===== src/rtl/rf_ctrl_pkg.sv =====
// Shared constants and types for the register-file write-back controller.
package rf_ctrl_pkg;

   localparam int INDEX_BIT_WIDTH = 4;
   localparam int DATA_BIT_WIDTH  = 32;
   localparam int N_REGS          = 1 << INDEX_BIT_WIDTH;

   // Identifies a write-back requester; used as the round-robin priority pointer.
   typedef enum logic {
      REQ_ALU = 1'b0,
      REQ_MEM = 1'b1
   } req_t;

endpackage


===== src/rtl/rf_scoreboard.sv =====
// Load scoreboard: one pending bit per register, set when decode issues a
// load and cleared when that load's write-back is accepted. Also flags
// protocol errors and provides the two pending lookups used for stalling.
module rf_scoreboard
   import rf_ctrl_pkg::*;
#(
   parameter int INDEX_BIT_WIDTH = rf_ctrl_pkg::INDEX_BIT_WIDTH,
   parameter int N_REGS          = 1 << INDEX_BIT_WIDTH
) (
   input  logic                       clk,
   input  logic                       reset,
   input  logic                       loadIssue,
   input  logic [INDEX_BIT_WIDTH-1:0] loadIndex,
   input  logic                       memAccept,
   input  logic [INDEX_BIT_WIDTH-1:0] memIndex,
   input  logic [INDEX_BIT_WIDTH-1:0] rdIndex1,
   input  logic [INDEX_BIT_WIDTH-1:0] rdIndex2,
   output logic                       pend1,
   output logic                       pend2,
   output logic                       sbErr
);

   logic [N_REGS-1:0] pending;
   logic [N_REGS-1:0] nextPending;
   logic              loadErr;
   logic              memErr;

   // Next pending vector: the clear is applied first so a same-cycle set wins.
   always_comb begin
      nextPending = pending;
      if (memAccept) begin
         nextPending[memIndex] = 1'b0;
      end
      if (loadIssue) begin
         nextPending[loadIndex] = 1'b1;
      end
   end

   // A new load to a register whose previous load is retiring this very cycle
   // is legitimate; only a load on top of a still-outstanding one is an error.
   assign loadErr = loadIssue && pending[loadIndex] &&
                    !(memAccept && (memIndex == loadIndex));
   assign memErr  = memAccept && !pending[memIndex];

   assign pend1 = pending[rdIndex1];
   assign pend2 = pending[rdIndex2];

   // Pending vector and sticky error flag, both cleared only by reset.
   always_ff @(posedge clk) begin
      if (reset) begin
         pending <= '0;
         sbErr   <= 1'b0;
      end else begin
         pending <= nextPending;
         if (loadErr || memErr) begin
            sbErr <= 1'b1;
         end
      end
   end

endmodule


===== src/rtl/regfile_wb_arbiter.sv =====
// Write-back controller for the register file: arbitrates ALU and load
// write-backs onto the single write port through an output register and
// generates the decode stall from the load scoreboard and in-flight write.
// Build option: define RFARB_ROUND_ROBIN_EN for round-robin arbitration;
// otherwise the memory requester has fixed priority.
module regfile_wb_arbiter
   import rf_ctrl_pkg::*;
#(
   parameter int INDEX_BIT_WIDTH = rf_ctrl_pkg::INDEX_BIT_WIDTH,
   parameter int DATA_BIT_WIDTH  = rf_ctrl_pkg::DATA_BIT_WIDTH,
   parameter int N_REGS          = 1 << INDEX_BIT_WIDTH
) (
   input  logic                       clk,
   input  logic                       reset,
   input  logic                       aluValid,
   input  logic [INDEX_BIT_WIDTH-1:0] aluIndex,
   input  logic [DATA_BIT_WIDTH-1:0]  aluData,
   output logic                       aluReady,
   input  logic                       memValid,
   input  logic [INDEX_BIT_WIDTH-1:0] memIndex,
   input  logic [DATA_BIT_WIDTH-1:0]  memData,
   output logic                       memReady,
   input  logic                       loadIssue,
   input  logic [INDEX_BIT_WIDTH-1:0] loadIndex,
   input  logic [INDEX_BIT_WIDTH-1:0] rdIndex1,
   input  logic [INDEX_BIT_WIDTH-1:0] rdIndex2,
   input  logic                       rdUse1,
   input  logic                       rdUse2,
   output logic                       stall,
   output logic                       wrtEn,
   output logic [INDEX_BIT_WIDTH-1:0] wrtIndex,
   output logic [DATA_BIT_WIDTH-1:0]  dataIn,
   output logic                       sbErr
);

   logic aluAccept;
   logic memAccept;
   logic pend1;
   logic pend2;

`ifdef RFARB_ROUND_ROBIN_EN
   req_t rrPtr;

   assign aluReady = !reset && aluValid && (!memValid || (rrPtr == REQ_ALU));
   assign memReady = !reset && memValid && (!aluValid || (rrPtr == REQ_MEM));

   // Hand priority to the other requester after every contested grant.
   always_ff @(posedge clk) begin
      if (reset) begin
         rrPtr <= REQ_ALU;
      end else if (aluValid && memValid) begin
         rrPtr <= (rrPtr == REQ_ALU) ? REQ_MEM : REQ_ALU;
      end
   end
`else
   assign aluReady = !reset && aluValid && !memValid;
   assign memReady = !reset && memValid;
`endif

   assign aluAccept = aluValid && aluReady;
   assign memAccept = memValid && memReady;

   // Output register driving the register-file write port; the grant is
   // one-hot, so at most one accept branch is ever taken.
   always_ff @(posedge clk) begin
      if (reset) begin
         wrtEn    <= 1'b0;
         wrtIndex <= '0;
         dataIn   <= '0;
      end else if (memAccept) begin
         wrtEn    <= 1'b1;
         wrtIndex <= memIndex;
         dataIn   <= memData;
      end else if (aluAccept) begin
         wrtEn    <= 1'b1;
         wrtIndex <= aluIndex;
         dataIn   <= aluData;
      end else begin
         wrtEn    <= 1'b0;
      end
   end

   rf_scoreboard #(
      .INDEX_BIT_WIDTH(INDEX_BIT_WIDTH),
      .N_REGS         (N_REGS)
   ) scoreboard (
      .clk      (clk),
      .reset    (reset),
      .loadIssue(loadIssue),
      .loadIndex(loadIndex),
      .memAccept(memAccept),
      .memIndex (memIndex),
      .rdIndex1 (rdIndex1),
      .rdIndex2 (rdIndex2),
      .pend1    (pend1),
      .pend2    (pend2),
      .sbErr    (sbErr)
   );

   // The register file has no bypass, so a write still in the output register
   // must also hold decode until it has landed.
   assign stall = (rdUse1 && (pend1 || (wrtEn && (wrtIndex == rdIndex1)))) ||
                  (rdUse2 && (pend2 || (wrtEn && (wrtIndex == rdIndex2))));

endmodule


===== config.mk =====
export PLATFORM = sky130hd
export DESIGN_NAME = regfile_wb_arbiter
export DESIGN_NICKNAME = d
export VERILOG_FILES = /design/src/rtl/rf_ctrl_pkg.sv /design/src/rtl/rf_scoreboard.sv /design/src/rtl/regfile_wb_arbiter.sv
export SDC_FILE = /design/constraint.sdc
export NUM_CORES = 1
export LEC_CHECK = 0
export BUFFER_PORTS_ARGS = -buffer_cell sky130_fd_sc_hd__buf_2
export CORE_MARGIN = 8
export CORE_UTILIZATION = 53
export CTS_BUF_LIST = sky130_fd_sc_hd__clkbuf_8
export DETAILED_ROUTE_END_ITERATION = 8
export PLACE_DENSITY_LB_ADDON = 0.1
export SLEW_MARGIN = 15
export SYNTH_ARGS = -nofsm -noshare
export SYNTH_HDL_FRONTEND = slang
export SYNTH_SLANG_ARGS = --single-unit

===== constraint.sdc =====
create_clock -name clk -period 3 [get_ports clk]
set_clock_uncertainty 0.15 [all_clocks]
set_input_delay 0.15 -clock clk [delete_from_list [all_inputs] [get_ports clk]]
set_output_delay 0.15 -clock clk [all_outputs]
set_load 0.005 [all_outputs]

==> flow_metrics.env <==
export IMPL_run_status="finished, final reports clean"
export IMPL_synth_seq_area_share_pct=35.4
export IMPL_post_drt_wl_per_cell_um=16.9
export IMPL_pwr_share_comb_pct=22.6
export IMPL_final_hold_viol_count=0
export IMPL_core_area_um2=5540
export IMPL_grt_pass1_vias=3265
export IMPL_cp_max_fo=5
export IMPL_synth_top_flop_cell="dfxtp_1"
export IMPL_period_minus_slack_ns=2.13
export IMPL_detailed_place_hpwl_mm=6.92
export IMPL_netlist_area_um2=3060
export IMPL_setup_violations=0
export IMPL_yosysWarnings=0
export IMPL_post_dp_cell_area_um2=3690
export IMPL_grt_pass1_wl_mm=16.0
export IMPL_critPathKind="flop to output port"
export IMPL_maxCapViolations=0
export IMPL_slew_violations=0
export IMPL_fin_cells=583
export IMPL_clock_latency_ns=0.30
export IMPL_chipHeight_um=91.9
export IMPL_rr_worst_depth=5
export IMPL_rrSetupSlack_ns=1.38
export IMPL_yosys_register_bits=54
export IMPL_layout_drive_gt1_share_pct=31.0
export IMPL_syn2layout_area_growth_pct=35.1
export IMPL_synth_cell_type_count=34
export IMPL_drc_errors=0
export IMPL_tns_ns=0
export IMPL_syn_num_nets=455
export IMPL_dr_pass1_iters=4
export IMPL_finalInstanceArea_um2=4130
export IMPL_holdCritPathClass="input port to flop"
export IMPL_crit_path_start="scoreboard.pending[10]$_SDFF_PP0_"
export IMPL_initial_utilization_pct=55.1
export IMPL_drt_iter0_markers=246
export IMPL_fmax_mhz=470
export IMPL_cts_buffer_depth=2
export IMPL_cp_start_kind="flop"
export IMPL_r2r_end="scoreboard.sbErr$_SDFFE_PP0P_"
export IMPL_ioPinCount=132
export IMPL_grt_max_degree=74
export IMPL_max_slew_margin_rel_pct=56.6
export IMPL_clkPwrFrac_pct=27.4
export IMPL_vias_per_cell=5.57
export IMPL_cp_end_kind="output port"
export IMPL_intPower_mw=1.13
export IMPL_vdd_drop_max_mv=0.394
export IMPL_placed_cells_incl_taps=541
export IMPL_clock_sinks=54
export IMPL_fillers=438
export IMPL_gp_congestion=0.920
export IMPL_placement_rows=27
export IMPL_htreeDepth=2
export IMPL_syn_inst=364
export IMPL_die_x_um=91.9
export IMPL_io_buffers=131
export IMPL_p_leak_nw=1.93
export IMPL_cts_resized=0
export IMPL_period_share_pct=71.0
export IMPL_p_seq_share_pct=49.9
export IMPL_rsz0062_at_grt="false"
export IMPL_synth_edf_count=0
export IMPL_drt_total_wl_mm=9.84
export IMPL_grt_ovfl_total=0
export IMPL_most_common_layout_cells="buf_2 (131), nor2_1 (78), dfxtp_1 (54)"
export IMPL_final_common_cell="buf_2"
export IMPL_crit_arrival_ns=1.83
export IMPL_switching_share_pct=28.2
export IMPL_clk_pin_slew_ns=0.10
export IMPL_r2r_start="scoreboard.pending[7]$_SDFF_PP0_"
export IMPL_worstSetupEndpoint="stall"
export IMPL_cts_inserted_buffers=5
export IMPL_p_switching_mw=0.443
export IMPL_power_per_cell_area_nw_per_um2=380
export IMPL_antenna_found_initial=1
export IMPL_ant_nets=0
export IMPL_die_area_um2=8450
export IMPL_required_ns=2.70
export IMPL_cts_tree="done"
export IMPL_ys_async_sr_fraction_pct=0
export IMPL_grtUsageTotal_pct=22.7
export IMPL_clockRootBuffer="clkbuf_8"
export IMPL_num_vias=3249
export IMPL_nNetsFinal=600
export IMPL_tightest_slew_ns=0.652
export IMPL_synth_avg_cell_area_um2=8.39
-- cells by family after synthesis --
group                     Yosys count  synth area share, %
muxes                              56                 23.8
xor gates and xnor gates           12                 3.44
and+or+nand+nor                   131                 19.0
DFF                                54                 35.4
AOI/OAI and AO/OA                  78                 13.5
buffers and inverters              33                 4.87
-- through the flow --
stage               hold WS (ns)  power [mW]  setup WS, ns  utilization (%)
global placement           0.221        1.11          1.20             66.7
detailed placement         0.234        1.11          1.18             66.7
global route              0.0583        1.65         0.816             74.5
floorplan                  0.139       0.985          1.42                -
CTS                       0.0302        1.58         0.876             74.4
finish                    0.0465        1.57         0.870             74.5
-- routing by layer --
| metal | track usage [%] | part of all wire (%) |
|---|---|---|
| met1 | 26.2 | 39 |
| met5 | 0 | 0 |
| met4 | 10.6 | 3.5 |
| met2 | 38.1 | 48 |
| met3 | 6.44 | 9.5 |
-- critical path: stages (launching register included) --
cell and delay [ns]:
dfxtp_1 0.37, mux4_2 0.48, mux2_2 0.28, a31oi_1 0.17, nand4_1 0.10, buf_2 0.14
-- worst min-delay path by stage --
stage / startpoint / to / slack (ns) / cells past startpoint
after floorplan: memData[0] / dataIn[0]$_SDFFE_PP0P_ / 0.14 / 2
after global placement: memData[10] / dataIn[10]$_SDFFE_PP0P_ / 0.22 / 3
after detailed placement: memData[22] / dataIn[22]$_SDFFE_PP0P_ / 0.23 / 3
after CTS: aluData[19] / dataIn[19]$_SDFFE_PP0P_ / 0.03 / 5
after global routing: loadIndex[2] / scoreboard.pending[13]$_SDFF_PP0_ / 0.06 / 3
final: aluData[15] / dataIn[15]$_SDFFE_PP0P_ / 0.05 / 5
-- synthesized netlist by cell type (all sizes together) (2+ instances only) --
master  number  area share [%]
nand2       16             2.0
a311oi       2            0.57
inv          3            0.37
a31oi        3            0.61
clkbuf      18             2.2
nor3b        4            0.98
o21ai       17             2.8
mux4        13             9.7
dfxtp       54              35
or2          2            0.41
nand2b       4            0.82
nand4b       2            0.57
buf         12             2.3
a21oi       53             8.7
nor3         2            0.33
nor2        78             9.6
xor2         8             2.3
nor2b        4            0.82
nand4        2            0.41
xnor2        4             1.1
nand3       12             2.0
mux2i       42              14
-- flip-flops by register name, summed over array words and instances, names as in the netlist --
name	flops
wrtEn	1
dataIn	32
scoreboard.pending	16
wrtIndex	4
scoreboard.sbErr	1
-- repair_timing --
| item | CTS | global route |
|---|---|---|
| hold buffers | 33 | 0 |
| hold endpoints to repair | 33 | 0 |
| buffers inserted | 0 | 0 |
| setup endpoints to repair | 0 | 0 |
-- power by group through the flow --
stage	clock, mW	sequential (mW)	combinational [mW]
floorplan	0	0.797	0.188
detailed placement	0	0.798	0.315
finish	0.431	0.783	0.356
global route	0.465	0.787	0.392
global placement	0	0.797	0.309
CTS	0.448	0.782	0.351
-- layout make-up --
type,instances,area (um2),area share (%)
Multi-Input combinational cell,277,1830,44.2
Antenna cell,1,2.50,0.0606
Tap cell,72,90.1,2.18
Sequential cell,54,1080,26.2
Inverter,3,11.3,0.273
Timing Repair Buffer,168,1020,24.6
Clock inverter,2,17.5,0.424
Clock buffer,6,82.6,2.00
(Power assumes the default switching activity.)
